**src/rtl/ddr_rx_pkg.sv**
```systemverilog
// ddr_rx_pkg: default geometry and the beat-counter width helper for the DDR receive deserializer.
package ddr_rx_pkg;
  localparam int DEF_WIDTH = 8;
  localparam int DEF_BEATS = 4;
  localparam int DEF_DEPTH = 4;
  function automatic int cnt_w(input int beats);
    return beats > 1 ? $clog2(beats) : 1;
  endfunction
endpackage

```
**src/rtl/ddr_rx_fifo.sv**
```systemverilog
// ddr_rx_fifo: synchronous FIFO of entry type T; an extra pointer bit separates full from empty.
module ddr_rx_fifo #(
  parameter type T = logic,
  parameter int DEPTH = 4
) (
  input  logic clk,
  input  logic rst,
  input  logic push,
  input  logic pop,
  input  T din,
  output T dout,
  output logic full,
  output logic empty,
  output logic [$clog2(DEPTH):0] level
);
  localparam int AW = $clog2(DEPTH);
  T mem [DEPTH];
  logic [AW:0] wp, rp;
  logic wr, rd;
  assign empty = wp == rp;
  assign full = wp == {~rp[AW], rp[AW-1:0]};
  assign level = wp - rp;
  assign rd = pop && !empty;
  // a push into a full FIFO is still taken when the head leaves on the same edge
  assign wr = push && (!full || rd);
  assign dout = empty ? '0 : mem[rp[AW-1:0]];
  always_ff @(posedge clk or posedge rst)
    if (rst) begin
      wp <= '0;
      rp <= '0;
    end else begin
      wp <= wp + {{AW{1'b0}}, wr};
      rp <= rp + {{AW{1'b0}}, rd};
    end
  always_ff @(posedge clk)
    if (wr) mem[wp[AW-1:0]] <= din;
endmodule

```
**src/rtl/ddr_rx_deserializer.sv**
```systemverilog
// ddr_rx_deserializer: dual-edge beat capture, LSB-first word packing and an output FIFO.
// Define DDR_RX_DESERIALIZER_PARITY_EN for per-beat odd parity with a per-word error flag.
module ddr_rx_deserializer
  import ddr_rx_pkg::*;
#(
  parameter int WIDTH = DEF_WIDTH,
  parameter int BEATS = DEF_BEATS,
  parameter int FIFO_DEPTH = DEF_DEPTH
) (
  input  logic clk_i,
  input  logic arst_i,
  input  logic [WIDTH-1:0] ddr_data_i,
  input  logic ddr_valid_i,
`ifdef DDR_RX_DESERIALIZER_PARITY_EN
  input  logic ddr_par_i,
  output logic word_perr_o,
`endif
  input  logic clear_i,
  output logic [WIDTH*BEATS-1:0] word_data_o,
  output logic word_valid_o,
  input  logic word_ready_i,
  output logic overflow_o,
  output logic [$clog2(FIFO_DEPTH):0] level_o
);
  localparam int CW = cnt_w(BEATS);
  localparam logic [CW-1:0] LAST = CW'(BEATS - 1);
  typedef struct packed {
    logic valid;
`ifdef DDR_RX_DESERIALIZER_PARITY_EN
    logic par;
`endif
    logic [WIDTH-1:0] data;
  } beat_t;
  typedef struct packed {
    logic [WIDTH*BEATS-1:0] data;
`ifdef DDR_RX_DESERIALIZER_PARITY_EN
    logic perr;
`endif
  } entry_t;
  beat_t neg_q, pos_b;
  entry_t din, dout;
  logic [CW-1:0] cnt, c1, c2;
  logic [WIDTH*BEATS-1:0] part, w0, w1;
  logic done0, done1, push, pop, full, empty, ovf;
`ifdef DDR_RX_DESERIALIZER_PARITY_EN
  logic perr, perr_n, bad0, bad1, p0;
`endif
  always_comb begin
    pos_b = '0;
    pos_b.valid = ddr_valid_i;
    pos_b.data = ddr_data_i;
`ifdef DDR_RX_DESERIALIZER_PARITY_EN
    pos_b.par = ddr_par_i;
`endif
  end
  always_ff @(negedge clk_i or posedge arst_i)
    if (arst_i) neg_q <= '0;
    else neg_q <= pos_b;
  // the falling-edge beat is older, so it lands first; a completing first beat restarts at slice 0
  always_comb begin
    w0 = part;
    if (neg_q.valid) w0[int'(cnt)*WIDTH +: WIDTH] = neg_q.data;
    done0 = neg_q.valid && cnt == LAST;
    c1 = neg_q.valid ? (done0 ? '0 : cnt + 1'b1) : cnt;
    w1 = w0;
    if (pos_b.valid) w1[int'(c1)*WIDTH +: WIDTH] = pos_b.data;
    done1 = pos_b.valid && c1 == LAST;
    c2 = pos_b.valid ? (done1 ? '0 : c1 + 1'b1) : c1;
    push = !clear_i && (done0 || done1);
    din = '0;
    din.data = done0 ? w0 : w1;
`ifdef DDR_RX_DESERIALIZER_PARITY_EN
    bad0 = neg_q.valid && !(^{neg_q.par, neg_q.data});
    bad1 = pos_b.valid && !(^{pos_b.par, pos_b.data});
    p0 = perr | bad0;
    din.perr = done0 ? p0 : p0 | bad1;
    perr_n = done1 ? 1'b0 : done0 ? bad1 : p0 | bad1;
`endif
  end
  assign pop = !empty && word_ready_i;
  always_ff @(posedge clk_i or posedge arst_i)
    if (arst_i) begin
      cnt <= '0;
      part <= '0;
      ovf <= 1'b0;
`ifdef DDR_RX_DESERIALIZER_PARITY_EN
      perr <= 1'b0;
`endif
    end else if (clear_i) begin
      cnt <= '0;
      ovf <= 1'b0;
`ifdef DDR_RX_DESERIALIZER_PARITY_EN
      perr <= 1'b0;
`endif
    end else begin
      cnt <= c2;
      part <= w1;
      ovf <= ovf | (push && full && !pop);
`ifdef DDR_RX_DESERIALIZER_PARITY_EN
      perr <= perr_n;
`endif
    end
  ddr_rx_fifo #(.T(entry_t), .DEPTH(FIFO_DEPTH)) u_fifo (
    .clk(clk_i),
    .rst(arst_i),
    .push(push),
    .pop(pop),
    .din(din),
    .dout(dout),
    .full(full),
    .empty(empty),
    .level(level_o)
  );
  assign word_valid_o = !empty;
  assign word_data_o = dout.data;
  assign overflow_o = ovf;
`ifdef DDR_RX_DESERIALIZER_PARITY_EN
  assign word_perr_o = dout.perr;
`endif
endmodule

```
**config.mk**
```make
export PLATFORM = sky130hd
export DESIGN_NAME = ddr_rx_deserializer
export DESIGN_NICKNAME = d
export VERILOG_FILES = /design/src/rtl/ddr_rx_pkg.sv /design/src/rtl/ddr_rx_fifo.sv /design/src/rtl/ddr_rx_deserializer.sv
export SDC_FILE = /design/constraint.sdc
export NUM_CORES = 1
export LEC_CHECK = 0
export ABC_AREA = 1
export BUFFER_PORTS_ARGS = -buffer_cell sky130_fd_sc_hd__buf_2
export CAP_MARGIN = 20
export CELL_PAD_IN_SITES_DETAIL_PLACEMENT = 0
export CELL_PAD_IN_SITES_GLOBAL_PLACEMENT = 1
export CORE_MARGIN = 5
export CORE_UTILIZATION = 40
export CTS_CLUSTER_SIZE = 40
export DETAILED_ROUTE_END_ITERATION = 12
export PLACE_DENSITY_LB_ADDON = 0.08
export SLEW_MARGIN = 20
export SYNTH_ARGS = -nofsm -noshare
export SYNTH_HDL_FRONTEND = slang
export SYNTH_SLANG_ARGS = --single-unit
```
**constraint.sdc**
```tcl
create_clock -name clk_i -period 10.8 [get_ports clk_i]
set_input_delay 1.08 -clock clk_i [delete_from_list [all_inputs] [get_ports clk_i]]
set_output_delay 1.08 -clock clk_i [all_outputs]
set_load 0.1 [all_outputs]
```
; ---- Word-level counts from Yosys, hierarchy flattened
; Memories as Yosys holds them, arrays and structs flattened.
; Index checks and enable logic that the tools add are counted.
; W data, S select, Z words.
[totals]
reg_bits = 50
mem_bits_rw = 128
output_inout_bits = 37
elab_cells = 53
n_memories = 1
[classes]
add_sub_neg = 7
n_eq_ne = 4
shifts = 4
muxes = 14
bitwise = 2
n_reduce_logical = 14
[memory_table]
columns = name, depth, word_bits, read_ports, rd_ports_with_merged_regs, wr, line
row1 = u_fifo.mem, 4, 32, 1, 0, 1, ddr_rx_fifo.sv:17  ; T mem [DEPTH];
[ops]
columns = operator, count
row1 = $mux W32, 4
row2 = $neg A5 Y33, 2
row3 = $shift A8 B33 Y32 const A, 2
row4 = $shiftx A8 B33 Y32, 2
row5 = $bwmux W32, 2
row6 = $mux W2, 5
row7 = $logic_and A1 B1 Y1, 8
row8 = $add A3 B1 Y3, 2
row9 = $eq A3 B3 Y1, 2
row10 = $add A2 B1 Y2 const B, 2
row11 = $eq A2 B2 Y1 const B, 2
row12 = $logic_not A1 Y1, 4
row13 = $mux W1, 3
row14 = $sub A3 B3 Y3, 1
row15 = $logic_or A1 B1 Y1, 2
row16 = $not A1 Y1, 1
row17 = $or A1 B1 Y1, 1

; ---- Depth between registers and ports, before layout
[depth]
word_depth = 12
mapped_depth = 14

; ---- Cells and area by module
; From an unflattened synthesis, not the netlist that was laid out.
[hier_totals]
cells_unflattened = 1076
hier_area_um2 = 9207.6
[modules_own_cells]
columns = module, n_inst, cells_per_inst, area_per_inst_um2, seq_area_each_um2
row1 = ddr_rx_fifo, 1, 516, 5768.0, 3993.8
row2 = ddr_rx_deserializer, 1, 560, 3439.5, 1101.1

==> metrics.yaml <==
final_net_count: 1030
die_h_um: 156.5
cts_setup_buffers: 0
cts_hold_buf: 0
worst_pin_slew_ns: 0.9777
core.rowCount: 53
final-setup-viol-count: 0
n_fill_cell: 2049
drc: 0
synth_top_area_cell: "edfxtp_1"
crit_chain: "nand2_2 -> o21ai_2 -> ha_1 -> nand2_1 -> a21oi_1 -> nand2_1 -> nor3_2 -> buf_4"
yosys.area.top_type_share: 0.4476
cpMostUsedCell: "nand2_1"
synth-seq-cells: 178
gr-total-overflow: 0
cts_tree: "yes"
cap_violations: 0
path_clk_slew_ns: 0.07
via_per_inst: 4.977
portBuffers: 49
r2r-end: "u_fifo.mem[1][3]"
hold_end: "part[18]"
setup_tns_ns: 0
crit_path_max_incr_delay_ns: 0.57
final_common_cell: "nand2_1"
r2r_start: "neg_q[8]"
synth_warnings: 0
crit_buf_inv: 1
ys_seq_area_frac: 0.5933
hold_path_depth: 2
synth_area_leaders: "edfxtp_1, nand2_1, dfrtp_1"
reg2reg_slack_ns: 2.12
drt_iter0_markers: 477
dp_hpwl_mm: 14.20
die_area_sq_mm: 0.02450
ys_types: 27
run_status: "completed"
first_pass_iters: 5
coreArea_sq_mm: 0.02109
vias: 6405
cts_max_path_buffers: 2
grt_usage: 0.1886
antenna_found_initial: 0
worst_ep_arrival_time_ns: 8.75
cts-resized-gates: 0
die-width_um: 156.5
grt_pass1_wl_mm: 35.13
syn_to_final_growth_pct: 12.72
crit_type: "register to register"
rsz0062_at_grt: "false"
slowest_stage: "dfrtn_1"
drtAntennaViolNets: 0
routabilityCongestion: 0.8086
startpoint_type: "register"
worst_clock_skew_ns: 0.03411
layout_common_cells: "nand2_1, nor2_1, edfxtp_1"
syn-num-nets: 997
wl_mm: 22.10
min_from: "part[18]"
worst_r2r_path_depth: 8
crit_path_start: "neg_q[8]"
clkSinkCount: 178
n_antenna_cell: 0
synthesis.area_sq_mm: 0.008587
hold_path.class: "register to register"
report.final.slew_viol_count: 0
synth_cells: 967
final_hold_viol_count: 0
clk_latency_ns: 0.43
cts_made_buffers: 17
critical_path.max_fanout: 32
syn_avg_cell_area_sq_um: 8.880
drive_above_1_share: 0.1107
num_io_pins: 50
initial_core_util: 0.4072
clockRootBuffer: "clkbuf_16"
slew_headroom: 0.3472
required_ns: 10.87
wl_per_cell_um: 17.17
cpLargestDelayFamily: "simple AND/OR/NAND/NOR gates"
grt_pass1_vias: 6149
cp-end-kind: "register"
htreeDepth: 4
grt_start_max_net_pins: 68
-- area by class of cell --
class | instances | area (sq um) | area share
Tap cell | 275 | 344.1 | 0.03555
Timing Repair Buffer | 60 | 327.8 | 0.03387
Inverter | 53 | 198.9 | 0.02055
Multi-Input combinational cell | 690 | 3115 | 0.3219
Clock inverter | 14 | 171.4 | 0.01771
Clock buffer | 17 | 425.4 | 0.04395
Sequential cell | 178 | 5096 | 0.5265
-- how the worst max path moves through the flow --
stage / end / slack [ns] / depth (start not counted)
2_1_floorplan: u_fifo.mem[2][0] / 1.05 / 9
3_3_place_gp: u_fifo.mem[1][5] / 2.16 / 8
3_5_place_dp: u_fifo.mem[1][4] / 2.06 / 8
4_1_cts: u_fifo.mem[1][3] / 2.09 / 8
5_1_grt: u_fifo.mem[3][20] / 1.84 / 8
6_report: u_fifo.mem[1][3] / 2.12 / 8
-- metrics by stage --
stage | util | hold WS, ns | cell area, sq um | setup slack, ns | cells
after floorplan | - | 0.4461 | 8587 | 1.049 | 967
after global placement | 0.4307 | 0.4645 | 9082 | 2.158 | 1256
after detailed placement | 0.4307 | 0.4658 | 9082 | 2.058 | 1256
after CTS | 0.4590 | 0.4857 | 9679 | 2.088 | 1287
after global routing | 0.4590 | 0.4921 | 9679 | 1.842 | 1287
final | 0.4590 | 0.4831 | 9679 | 2.121 | 1287
-- state kept, by name (all words and copies together) (netlist names) --
signal / cells
u_fifo.rp: 3
part: 32
u_fifo.mem: 128
neg_q: 9
cnt: 2
overflow_o: 1
u_fifo.wp: 3
-- cells by family (layout without fill, tap and decap cells) --
logic type,Yosys count,count (layout),synth area share
xor gates and xnor gates,3,3,0.003060
AOI/OAI and AO/OA,108,108,0.06353
DFF,178,178,0.5933
adders and majority gates,17,17,0.02564
and+or+nand+nor,562,562,0.2680
buffers and inverters,99,144,0.04648
-- synthesized netlist by cell type --
master	instances
nand4_1	9
and3_1	1
edfxtp_1	128
clkinv_1	3
xor2_1	3
nor3_2	2
clkbuf_1	21
nand2_2	6
nand2_1	290
dfrtp_1	41
a21oi_1	34
inv_1	50
buf_4	3
nor3_4	1
ha_1	16
fa_1	1
nor2_2	3
o21ai_1	1
o21ai_0	71
o21ai_2	1
buf_1	9
dfrtn_1	9
o22ai_1	1
nor2_1	155
buf_2	13
nor3_1	4
nand3_1	91
-- tightest hold or removal path: cells and delay by family (launching register included) --
family | cells | cell delay (ns)
flip-flops | 1 | 0.35
AND/OR/NAND/NOR | 2 | 0.10
-- metal layers --
layer | vias to the layer above | track usage | share of wire
li1 | 3268 | - | -
met1 | 2997 | 0.2746 | 0.48
met2 | 118 | 0.2993 | 0.47
met3 | 22 | 0.02240 | 0.032
met4 | 0 | 0.05372 | 0.014
met5 | - | 0 | 0
Power is not shown: default switching activity piles up to over one toggle a cycle in this logic, so the estimate is an artifact.
